[config.mk]
export PLATFORM = sky130hd
export DESIGN_NAME = seq_div
export DESIGN_NICKNAME = d
export VERILOG_FILES = /design/src/rtl/div_pkg.sv /design/src/rtl/div_step.sv /design/src/rtl/seq_div.sv
export SDC_FILE = /design/constraint.sdc
export NUM_CORES = 1
export LEC_CHECK = 0
export CAP_MARGIN = 0
export CORE_UTILIZATION = 42
export DETAILED_ROUTE_END_ITERATION = 6
export GPL_TIMING_DRIVEN = 0
export PLACE_DENSITY_LB_ADDON = 0.08
export REMOVE_ABC_BUFFERS = 1
export SYNTH_ARGS = -nofsm -noshare
export SYNTH_HDL_FRONTEND = slang
export SYNTH_SLANG_ARGS = --single-unit
export TNS_END_PERCENT = 10
[constraint.sdc]
create_clock -name clk -period 3.35 [get_ports clk]
set_clock_uncertainty 0.2 [all_clocks]
set_input_delay 0.8375 -clock clk [delete_from_list [all_inputs] [get_ports clk]]
set_output_delay 0.8375 -clock clk [all_outputs]
set_load 0.005 [all_outputs]
[src/rtl/div_pkg.sv]
// Shared definitions for the sequential restoring divider (seq_div).
// Build option: DIV_SIGNED_EN selects two's-complement operands.
package div_pkg;

  localparam int unsigned DivDW = 16;
  localparam int unsigned DivVW = 8;

  typedef enum logic [1:0] {
    StIdle,
    StRun,
    StDone
  } state_e;

  // Iteration counter must be able to hold the value DW.
  function automatic int unsigned count_width(input int unsigned w);
    return $clog2(w + 1);
  endfunction

  localparam int unsigned DivCntW = $clog2(DivDW + 1);

  // Results presented on divide-by-zero.
  localparam logic [DivDW-1:0] DzQuot = '1;
  localparam logic [DivVW-1:0] DzRem  = '1;

endpackage

[src/rtl/div_step.sv]
// One restoring-division iteration: shift in a dividend bit, compare, conditionally subtract.
// Purely combinational; instantiated once by seq_div.
module div_step
  import div_pkg::*;
#(
  parameter int unsigned VW = DivVW
) (
  input  logic [VW:0]   p,
  input  logic          bit_in,
  input  logic [VW-1:0] b,
  output logic [VW:0]   p_next,
  output logic          q_bit
);

  logic [VW:0] shifted;
  logic [VW:0] b_ext;
  logic [VW:0] diff;

  always_comb begin
    shifted = {p[VW-1:0], bit_in};
    b_ext   = {1'b0, b};
    // A set top bit in p means the shifted value exceeds VW+1 bits, so it is >= b.
    q_bit   = p[VW] || (shifted >= b_ext);
    diff    = shifted - b_ext;
    p_next  = q_bit ? diff : shifted;
  end

endmodule

[src/rtl/seq_div.sv]
// Sequential restoring divider: DW-bit dividend / VW-bit divisor, one quotient bit per clock.
// Build option: DIV_SIGNED_EN (two's-complement operands, quotient truncates toward zero).
module seq_div
  import div_pkg::*;
#(
  parameter int unsigned DW = DivDW,
  parameter int unsigned VW = DivVW
) (
  input  logic          clk,
  input  logic          rst,
  input  logic          start,
  input  logic [DW-1:0] A,
  input  logic [VW-1:0] B,
  output logic          busy,
  output logic          done,
  output logic [DW-1:0] Q,
  output logic [VW-1:0] R,
  output logic          dz
);

  localparam int unsigned CntW = count_width(DW);

  state_e          state_q, state_d;
  logic [CntW-1:0] cnt_q, cnt_d;
  // Dividend shifts out of the top while quotient bits shift in at the bottom.
  logic [DW-1:0]   a_q, a_d;
  logic [VW:0]     p_q, p_d;
  logic [VW-1:0]   b_q, b_d;
  logic            dzp_q, dzp_d;
  logic            busy_q, busy_d;
  logic            done_q, done_d;
  logic [DW-1:0]   q_q, q_d;
  logic [VW-1:0]   r_q, r_d;
  logic            dz_q, dz_d;

`ifdef DIV_SIGNED_EN
  logic            qneg_q, qneg_d;
  logic            rneg_q, rneg_d;
`endif

  logic [VW:0]     step_p;
  logic            step_q;
  logic [DW-1:0]   q_fin;
  logic [VW-1:0]   r_fin;

  div_step #(
    .VW(VW)
  ) u_step (
    .p     (p_q),
    .bit_in(a_q[DW-1]),
    .b     (b_q),
    .p_next(step_p),
    .q_bit (step_q)
  );

  always_comb begin
    state_d = state_q;
    cnt_d   = cnt_q;
    a_d     = a_q;
    p_d     = p_q;
    b_d     = b_q;
    dzp_d   = dzp_q;
    busy_d  = busy_q;
    done_d  = 1'b0;
    q_d     = q_q;
    r_d     = r_q;
    dz_d    = dz_q;
`ifdef DIV_SIGNED_EN
    qneg_d  = qneg_q;
    rneg_d  = rneg_q;
    q_fin   = qneg_q ? -a_q : a_q;
    r_fin   = rneg_q ? -p_q[VW-1:0] : p_q[VW-1:0];
`else
    q_fin   = a_q;
    r_fin   = p_q[VW-1:0];
`endif

    // busy drops the edge after the done pulse unless a new start is accepted then.
    if (done_q) begin
      busy_d = 1'b0;
    end

    unique case (state_q)
      StIdle: begin
        if (start) begin
          busy_d = 1'b1;
          cnt_d  = '0;
          p_d    = '0;
          dzp_d  = (B == '0);
`ifdef DIV_SIGNED_EN
          a_d    = A[DW-1] ? -A : A;
          b_d    = B[VW-1] ? -B : B;
          qneg_d = A[DW-1] ^ B[VW-1];
          rneg_d = A[DW-1];
`else
          a_d    = A;
          b_d    = B;
`endif
          state_d = (B == '0) ? StDone : StRun;
        end
      end

      StRun: begin
        p_d   = step_p;
        a_d   = {a_q[DW-2:0], step_q};
        cnt_d = cnt_q + CntW'(1);
        if (cnt_q == CntW'(DW - 1)) begin
          state_d = StDone;
        end
      end

      StDone: begin
        state_d = StIdle;
        done_d  = 1'b1;
        if (dzp_q) begin
          q_d  = '1;
          r_d  = '1;
          dz_d = 1'b1;
        end else begin
          q_d  = q_fin;
          r_d  = r_fin;
          dz_d = 1'b0;
        end
      end

      default: begin
        state_d = StIdle;
      end
    endcase
  end

  always_ff @(posedge clk or negedge rst) begin
    if (!rst) begin
      state_q <= StIdle;
      cnt_q   <= '0;
      a_q     <= '0;
      p_q     <= '0;
      b_q     <= '0;
      dzp_q   <= 1'b0;
      busy_q  <= 1'b0;
      done_q  <= 1'b0;
      q_q     <= '0;
      r_q     <= '0;
      dz_q    <= 1'b0;
    end else begin
      state_q <= state_d;
      cnt_q   <= cnt_d;
      a_q     <= a_d;
      p_q     <= p_d;
      b_q     <= b_d;
      dzp_q   <= dzp_d;
      busy_q  <= busy_d;
      done_q  <= done_d;
      q_q     <= q_d;
      r_q     <= r_d;
      dz_q    <= dz_d;
    end
  end

`ifdef DIV_SIGNED_EN
  always_ff @(posedge clk or negedge rst) begin
    if (!rst) begin
      qneg_q <= 1'b0;
      rneg_q <= 1'b0;
    end else begin
      qneg_q <= qneg_d;
      rneg_q <= rneg_d;
    end
  end
`endif

  assign busy = busy_q;
  assign done = done_q;
  assign Q    = q_q;
  assign R    = r_q;
  assign dz   = dz_q;

endmodule

After elaboration in Yosys (flattened, before gate mapping)
Index checks and enable logic that the tools add are counted.

storage, ports and cells
  register bits after elaboration = 68
  bits of input ports = 27
  word-level logic and storage cells = 44

cells by class
  add/subtract/negate cells = 2
  $lt $le $gt $ge = 1
  equality and inequality tests = 5
  mux-type cells = 18
  reductions and logical operators = 7

operators by type and width
  kind                   count
  $mux W16               2
  $pmux W16 S2           1
  $mux W9                2
  $pmux W9 S2            1
  $pmux W5 S2            1
  $ge A9 B8 Y1           1
  $sub A9 B8 Y9          1
  $logic_not A8 Y1       1
  $mux W8                1
  $mux W2                3
  $reduce_and A2 Y1      3
  $add A5 B1 Y5 const B  1
  $eq A5 B4 Y1 const B   1
  $mux W1                5
  $mux W5                1
  $ne A2 B2 Y1 const B   2
  $pmux W2 S2            1
  $eq A2 B1 Y1 const B   1
  $eq A2 B2 Y1 const B   1
  $logic_not A2 Y1       1
  $reduce_bool A2 Y1     1
  $logic_or A1 B1 Y1     1

Depth between registers and ports, before layout
  depth in word-level cells = 4
  gate-level depth with buffers = 9
  mapped depth without buffers = 8

By module
From an unflattened synthesis, not the netlist that was laid out.

second synthesis, totals
  cell total of the unflattened synthesis = 369
  area, all modules = 3285.7 um^2

modules (own cells, without submodules)
  module    times used  cells each  area each (um^2)  sequential area each (um^2)
  seq_div   1           294         2750.1            1701.6
  div_step  1           75          535.5             0.0

Least setup slack after synthesis
Ideal clock, no wire load.

  kind = register to register
  start point = reg p_q[5]
  end point = reg p_q[0]
  library setup time = 0.122 ns
  data arrival time = 1.978 ns
  required time = 3.028 ns
  path slack = 1.051 ns
  cell stages (with the launch flop) = 8
  path buffers = 1
  cells stage by stage = dfrtp_1 -> ha_1 -> a21oi_2 -> inv_2 -> o311a_1 -> buf_6 -> or3_1 -> a32o_1

between the ends
  cells in the longest elaborated chain, start to end = 4

ends and longest elaborated chain
  item                    line            RTL
  from (decl)             seq_div.sv:27   logic [VW:0] p_q, p_d;
  from (signal assigned)  seq_div.sv:149  p_q <= p_d;
  $ge A9 B8 Y1            div_step.sv:23  q_bit = p[VW] || (shifted >= b_ext);
  $logic_or A1 B1 Y1      div_step.sv:23
  $mux W9                 div_step.sv:25  p_next = q_bit ? diff : shifted;
  $pmux W9 S2             seq_div.sv:83   unique case (state_q)

Every way passes these cells.
A chain may end at the register's enable or synchronous reset.

Worst setup path in the final report
  start point = reg p_q[4]
  end point = reg p_q[0]

The elaborated chain is that of the path after synthesis.

==> results.py <==
metrics = {
    "placement": {
        "io_buffers": 53,
        "post-place-ws_ns": 0.218,
        "dp.cells": 486,
        "place.gp.congestion": 0.861,
        "hpwl_um": 4320,
    },
    "worst_setup_path": {
        "ff2ff_path_depth": 5,
        "cp-end-kind": "flop",
        "worstPathArrival_ns": 2.69,
        "r2r_end": "p_q[0]",
        "startpoint_type": "flop",
        "slowest_stage": "o21ai_0",
        "slowest_delay_ns": 0.83,
        "cp_common_cell": "o21ai_0",
        "critical_path_required_ns": 3.38,
        "cp_num_cells": 5,
        "crit_type": "flop to flop",
        "rrSetupSlack_ns": 0.68,
        "crit_family": "compound AO/OA/AOI/OAI gates",
        "crit_chain": "ha_1, nand4_1, o21ai_0, o21ai_0, a32o_1",
        "path_buf_inv": 0,
        "critPathMaxFanout": 11,
        "r2r_start": "p_q[4]",
    },
    "synthesis": {
        "yosys_register_bits": 68,
        "ys_async_sr_fraction_pct": 100,
        "yosys.cell_types.count": 46,
        "yosysTopAreaCell": "dfrtp_1",
        "synth_cells": 356,
        "ys.flop_type": "dfrtp_1",
        "yosysMostFrequentCell": "nand2_1",
        "synth_top_area_share_pct": 51.8,
        "synth_area_leaders": "dfrtp_1, o21ai_0, nand2_1",
        "yosys_warnings": 0,
        "synth-edff-count": 0,
        "seq_area_frac_synth_pct": 51.8,
        "synth_area_per_cell_um2": 9.23,
        "yosys-top-cells-count": "nand2_1, dfrtp_1, o21ai_0",
        "netlist_area_um2": 3280,
    },
    "clocking": {
        "cts_setup_buffers": 0,
        "htree_levels": 3,
        "worstSkewPairLatency_ns": 0.34,
        "clkSinkCount": 68,
        "clock-root-buffer": "clkbuf_8",
        "cts-buffers-inserted": 9,
        "cts_buffer_depth": 2,
        "cts.clk_slew.worst_paths_ns": 0.08,
        "cts_resized": 0,
        "cts_tree": "yes",
        "ctsHoldBuffers": 0,
    },
    "routing": {
        "num_vias": 2570,
        "routedWlPerCell_um": 13.1,
        "wirelength_um": 6570,
        "drc_errors": 0,
        "drtPass1Iterations": 4,
        "ant_nets": 0,
        "routed_via_density": 5.12,
        "drt_iter0_drc": 115,
    },
    "floorplan": {
        "die_area_um2": 8180,
        "die_h_um": 90.4,
        "num_io_pins": 54,
        "fp-row-count": 31,
        "coreArea_um2": 7410,
        "die_x_um": 90.4,
        "initial_core_util_pct": 44.3,
    },
    "sta": {
        "period_needed_ns": 2.67,
        "hold_viol": 0,
        "max_freq_mhz": 375,
        "slew_violations": 0,
        "finalSetupViolCount": 0,
        "worst_slack_ns": 0.681,
        "slew_headroom_pct": 31.6,
        "fin_crit_sh_pct": 79.7,
        "rsz0062_at_grt": "false",
        "tightestPinTransition_ns": 1.02,
    },
    "cells_and_area": {
        "final_layout_size_suffix_gt1_share_pct": 6.45,
        "num_antenna_cells": 0,
        "nFillCells": 683,
        "area_growth_pct": 24.6,
        "fin_cells": 502,
        "final-seq-area_um2": 1700,
        "layout.nets": 436,
        "multi_input_area_um2": 1460,
    },
    "grt": {
        "grt_antenna_before_repair": 0,
        "grt_pass1_wl_um": 11400,
        "gr-total-overflow": 0,
        "grt_max_degree": 69,
        "grt_pass1_vias": 2422,
        "track_usage_pct": 17.8,
    },
    "pwr": {
        "power_frac_comb_pct": 44.8,
        "switching_share_pct": 37.4,
        "pwr-share-seq_pct": 35.7,
        "pwr-share-clk_pct": 19.5,
        "p_total_mw": 3.87,
        "vdd_drop_max_mv": 0.415,
        "p_switching_mw": 1.45,
        "power.leakage_nw": 1.85,
        "power.density_nw_per_um2": 945,
        "p_int_mw": 2.42,
    },
    "hold_path": {
        "holdCritPathClass": "flop to flop",
        "hp-start": "done",
        "hold_end": "busy",
        "hold_depth": 1,
    },
    "job": {
        "max-cap-violations": 0,
    },
    "run_status": {
        "outcome": "finished, final reports clean",
    },
}
[placed cells by master (no fill, tap or decap), types with 2 or more instances in the layout]
master and count:
nand2_1 70, dfrtp_1 68, o21ai_0 55, clkdlybuf4s50_1 52, nor2_1 35, inv_1 15, mux2i_1 15, ha_1 10
clkbuf_8 9, a21oi_1 7, o211ai_1 6, nand2b_1 4, nand4_1 3, nor3_1 3, nand3_1 3, xor2_1 3
a22o_1 2, o31ai_1 2, or4_1 2, or3_1 2, nand3b_1 2, a221o_1 2, a32o_1 2, inv_6 2
bufinv_16 2
[layer usage]
metal	vias up	GRT usage [%]	share of wire, %
li1	1299	-	-
met1	1204	23.4	49
met2	63	27.5	45
met3	4	5.05	4.7
met4	0	7.26	0.85
met5	-	0	0
[how the worst max path moves through the flow]
stage / from / endpoint / slack, ns
2_1_floorplan: start / a_q[10] / 0.54
3_3_place_gp: rst / done / -1.18
3_5_place_dp: start / b_q[6] / 0.22
4_1_cts: start / b_q[6] / 0.59
5_1_grt: p_q[3] / p_q[0] / 0.33
6_report: p_q[4] / p_q[0] / 0.68
[cell families (layout without fill, tap and decap cells)]
| logic type | count (synthesis) | after routing | share of synthesized area [%] |
|---|---|---|---|
| compound gates | 88 | 88 | 16.0 |
| xor+xnor | 4 | 4 | 1.07 |
| fa+ha+maj | 11 | 11 | 4.42 |
| buf+inv | 38 | 85 | 4.69 |
| simple gates | 131 | 131 | 17.1 |
| mux | 16 | 16 | 4.91 |
| flops | 68 | 68 | 51.8 |
[sequential cells by signal, indices dropped and copies added (netlist names), 2 cells and up]
signal and count:
a_q 16, p_q 9, cnt_q 5, R 8, state_q 2, b_q 8
Q 16
[worst register-to-register path: cells and delay by family, from the launching register on]
kind / cells / cell delay, ns
AOI/OAI and AO/OA: 3 / 1.36
adders and majority gates: 1 / 0.43
DFF: 1 / 0.43
and+or+nand+nor: 1 / 0.14
[stage by stage]
stage                     TNS [ns]  utilization (%)  hold slack (ns)  instance area (µm²)
after floorplan                  0                -            0.248                 3190
after global placement     -101.83             51.9            0.237                 3840
after detailed placement         0             52.2            0.249                 3860
after CTS                        0             55.2            0.267                 4090
after global routing             0             55.2            0.288                 4090
final                            0             55.2            0.269                 4090
[power by group through the flow]
stage	sequential [mW]	clock, mW	combinational, mW
2_1_floorplan	1.35	0	1.26
3_3_place_gp	1.39	0	1.71
3_5_place_dp	1.40	0	1.74
4_1_cts	1.38	0.776	1.75
5_1_grt	1.43	0.811	1.96
6_report	1.38	0.754	1.73
[area by class of cell]
cell class              count  area share (%)
multi-input cells         250            35.6
well taps                  99            3.03
clock inverters             7            2.42
inverters                  16            1.47
flip-flops and latches     68            41.6
repair buffers             53            12.9
clock buffers               9            3.03
Power figures use the tool's default switching activity.
==> patch 1 (config.mk and constraints unchanged) <==
The package constant `DivVW` goes from 8 to 16.
--- a/src/rtl/div_pkg.sv
+++ b/src/rtl/div_pkg.sv
@@ -3,7 +3,7 @@
 package div_pkg;
 
   localparam int unsigned DivDW = 16;
-  localparam int unsigned DivVW = 8;
+  localparam int unsigned DivVW = 16;
 
   typedef enum logic [1:0] {
     StIdle,
Interface: changed (resized B and R); port bits go from 54 to 70. The function was not compared with the original's and may differ.
==> patch 1 against the original RTL <==
- sequential cell count grew 24
- sequential power increased by 47%
- worst setup slack got worse by 0.39 ns
- non-clock buffer count up 25
- synthesized area grew 50%
- routed wire length grew 76%
- final area increased by 49%
- critical path depth rose by 1
- total power rose by 74%
- highest routed layer unchanged
- maximum frequency fell by 13%
- utilization fell by 2.0 points
==> patch 1: results (changes against the original RTL) <==
stage,metric,value,unit,change
power_and_ir_drop,leakage,0.00265,uW,+44%
final_layout,clk_share,0.0446,,-0.00979
final_layout,drive_gt1_frac,0.0768,,+0.0123
power_and_ir_drop,switchingPower,2820,uW,+95%
place,place_congestion,0.823,,-4.4%
routing,wl_per_cell,15.6,um,+19%
routing,wl_met3,468,um,+53%
cts,clockRootBuffer,clkbuf_16,,
place,place_area,5760,um2,+49%
global_route,grt_max_degree,51,,-26%
routing,wl_met2,5080,um,+72%
power_and_ir_drop,peakVddDrop,0.393,mV,-5.3%
routing,met1_length,5820,um,+79%
global_route,met2_usage,0.324,,+0.0495
routing,first_iter_violations,150,,+30%
yosys,netlist_instances,539,,+51%
yosys,synth-compound-area-share,0.208,,+0.0478
final_layout,area_growth,23.3,%,
sta,final.setup.worst_slack,0.291,ns,-0.390 ns
yosys,synthMuxAreaShare,0.0350,,-0.0141
yosys,ys_top_cells_by_area,"dfrtp_1, o21ai_0, nand2_1, ha_1, nor2_1",,
yosys,synthAdderAreaFrac,0.0497,,+0.00552
final_layout,comb.multi_input.count,393,,+57%
yosys,synth_cell_types,64,,+39%
hold_path,hp-class,input port to asynchronous set/reset pin,,
final_layout,fin_nets,648,,+49%
global_route,use_met1,0.291,,+0.0567
sta,whs,0.277,ns,+0.00810 ns
power_and_ir_drop,p_total,6730,uW,+74%
place,post-dp-hpwl,8210,um,+90%
yosys,synth_xor_area_frac,0.0142,,+0.00354
floorplanning,core_area,11400,um2,+54%
final_layout,regArea,2300,um2,+35%
final_layout,n_clock_buffer,12,,+3
run_status,status,finished clean,,
final_layout,n_all_inverters,20,,+4
place,dp_slack,0.0316,ns,-0.186 ns
yosys,synthTopCellsByCount,"nand2_1, dfrtp_1, o21ai_0, nor2_1, clkbuf_1",,
global_route,grt_pass1_vias,3790,,+56%
global_route,use_met3,0.0323,,-0.0182
[patch 1: cell families after synthesis]
group	Yosys count
simple gates	191
buf+inv	54
fa+ha+maj	19
compound gates	158
xor+xnor	8
mux	17
flops	92
[patch 1: path summary, 6_finish.rpt]
| check | start | endpoint | cells past startpoint |
|---|---|---|---|
| worst max-delay path | p_q[13] | p_q[9] | 6 |
| max in group asynchronous | rst | b_q[13] | 2 |
| worst max register to register | p_q[13] | p_q[9] | 6 |
| worst min-delay path | rst | Q[1] | 1 |
| min in group clk | Q[4] | Q[4] | 2 |
| worst min register to register | Q[4] | Q[4] | 2 |
[patch 1: worst max-delay path: stages (launching register included)]
cell and delay [ns]:
dfrtp_1 0.40, ha_1 0.41, a21o_1 0.23, a2111oi_2 0.53, o21ai_4 0.32, or2_1 0.47, a311o_1 0.37
[patch 1: timing repair]
item                                    CTS  global route
hold buffers                              0             0
setup buffers                             0             2
endpoints found under the setup margin    0            14
gates resized for setup                   0             1
==> patch 2 (same flow settings) <==
Made on the original files. Register the input `start` before use. The logic sees it one clock later. The other inputs are not delayed to match.
--- a/src/rtl/seq_div.sv
+++ b/src/rtl/seq_div.sv
@@ -19,6 +19,12 @@
 );
 
   localparam int unsigned CntW = count_width(DW);
+
+  logic start_q;
+
+  always_ff @(posedge clk) begin
+    start_q <= start;
+  end
 
   state_e          state_q, state_d;
   logic [CntW-1:0] cnt_q, cnt_d;
@@ -82,7 +88,7 @@
 
     unique case (state_q)
       StIdle: begin
-        if (start) begin
+        if (start_q) begin
           busy_d = 1'b1;
           cnt_d  = '0;
           p_d    = '0;
Function: changed (a bounded check fails within 4 cycles, from zero or initial values and one cycle with rst low).
==> patch 2 against the original RTL <==
- count of clock-buffer cells in the layout is 2 higher
- sequential cell count is 1 higher
- global-route usage grew 0.093 points
- non-clock buffer count unchanged
- utilization fell by 0.19 points
- final area is 0.18% higher
- sequential share of layout area rose by 0.41 points
- total power is 2.2% higher
- critical path depth unchanged
- worst setup slack lost 0.027 ns
- synthesized cell count up 0.28%
- routed wire length rose by 5.1%
- maximum frequency shrank 0.98%
- synthesized area rose by 0.61%
- critical endpoint is now p_q[8]
- largest power group unchanged
==> patch 2: results (changes against the original RTL) <==
stage,metric,value,unit,change
place,place_congestion,0.872,,+1.2%
yosys,synthAdderAreaFrac,0.0439,,-0.000268
yosys,synth_cell_types,47,,+2.2%
global_route,grt_use_total,0.178,,+0.000932
routing,num_vias,2553,,-0.66%
routing,routed_wl,6900,um,+5.1%
place,place_area,3880,um2,+0.52%
final_layout,drive_gt1_frac,0.0644,,-0.000160
place,post-dp-hpwl,4520,um,+4.6%
place,dp_slack,0.674,ns,+0.456 ns
power_and_ir_drop,power.density,965,nW/um2,+2.1%
sta,whs,0.269,ns,+0.000639 ns
sta,max_slew_margin,0.280,,-0.0355
final_layout,bufAreaShareNonClock,0.129,,-0.000236
run_status,status,finished clean,,
final_layout,fill_cells,716,,+4.8%
routing,drt-vias-per-instance,5.08,,-0.86%
cts,cts.sink_count,69,,+1.5%
yosys,ys_top_cells_by_area,"dfrtp_1, o21ai_0, nand2_1, mux2i_1, nor2_1",,
final_layout,regArea,1720,um2,+1.2%
cts,cts_buffer_depth,2,,unchanged
cts,post_cts_buffers,0,,unchanged
power_and_ir_drop,switchingPower,1500,uW,+4.0%
yosys,synth-compound-area-share,0.159,,-0.000972
power_and_ir_drop,leakage,0.00185,uW,about the same
routing,first_iter_violations,66,,-43%
power_and_ir_drop,switching_share,0.380,,+0.00646
global_route,grt_pass1_vias,2394,,-1.2%
yosys,seq_area_frac_synth,0.521,,+0.00292
power_and_ir_drop,seq_power_share,0.361,,+0.004
final_layout,fin_nets,437,,+0.23%
power_and_ir_drop,comb-power,1820,uW,+5%
final_layout,clk_share,0.0513,,-0.00315
yosys,async_flop_share,0.986,,-0.0145
yosys,synth_xor_area_frac,0.0106,,-0.0000646
power_and_ir_drop,peakVddDrop,0.380,mV,-8.3%
yosys,synthMuxAreaShare,0.0488,,-0.000298
setup_path,crit_arrival,2.78,ns,+0.09 ns
setup_path,r2r_end,p_q[8],,
yosys,avgSynthCellArea,9.26,um2,+0.33%
cts,clockRootBuffer,clkbuf_8,,
final_layout,n_clock_buffer,11,,+2
==> patch 2: cells by family (layout without fill, tap and decap cells) <==
logic type               count (synthesis)  in the layout
XOR/XNOR                                 4              4
multiplexers                            16             16
AND/OR/NAND/NOR                        131            131
AO/OA/AOI/OAI                           88             88
flip-flops                              69             69
buffers and inverters                   38             85
adder cells (fa/ha/maj)                 11             11
==> patch 2: routing by layer <==
metal,vias to the layer above,wire length [um],global-route usage
met4,0,112,0.0820
met5,-,0,0
met2,62,3080,0.274
li1,1300,-,-
met3,10,290,0.0429
met1,1181,3420,0.238
==> patch 2: worst max path at each step <==
| stage | start | depth (start not counted) | end |
|---|---|---|---|
| floorplan | state_q[0] | 3 | p_q[6] |
| global placement | rst | 1 | done |
| detailed placement | p_q[4] | 5 | p_q[8] |
| CTS | p_q[4] | 5 | p_q[8] |
| global route | p_q[3] | 5 | p_q[8] |
| finish | p_q[4] | 5 | p_q[8] |
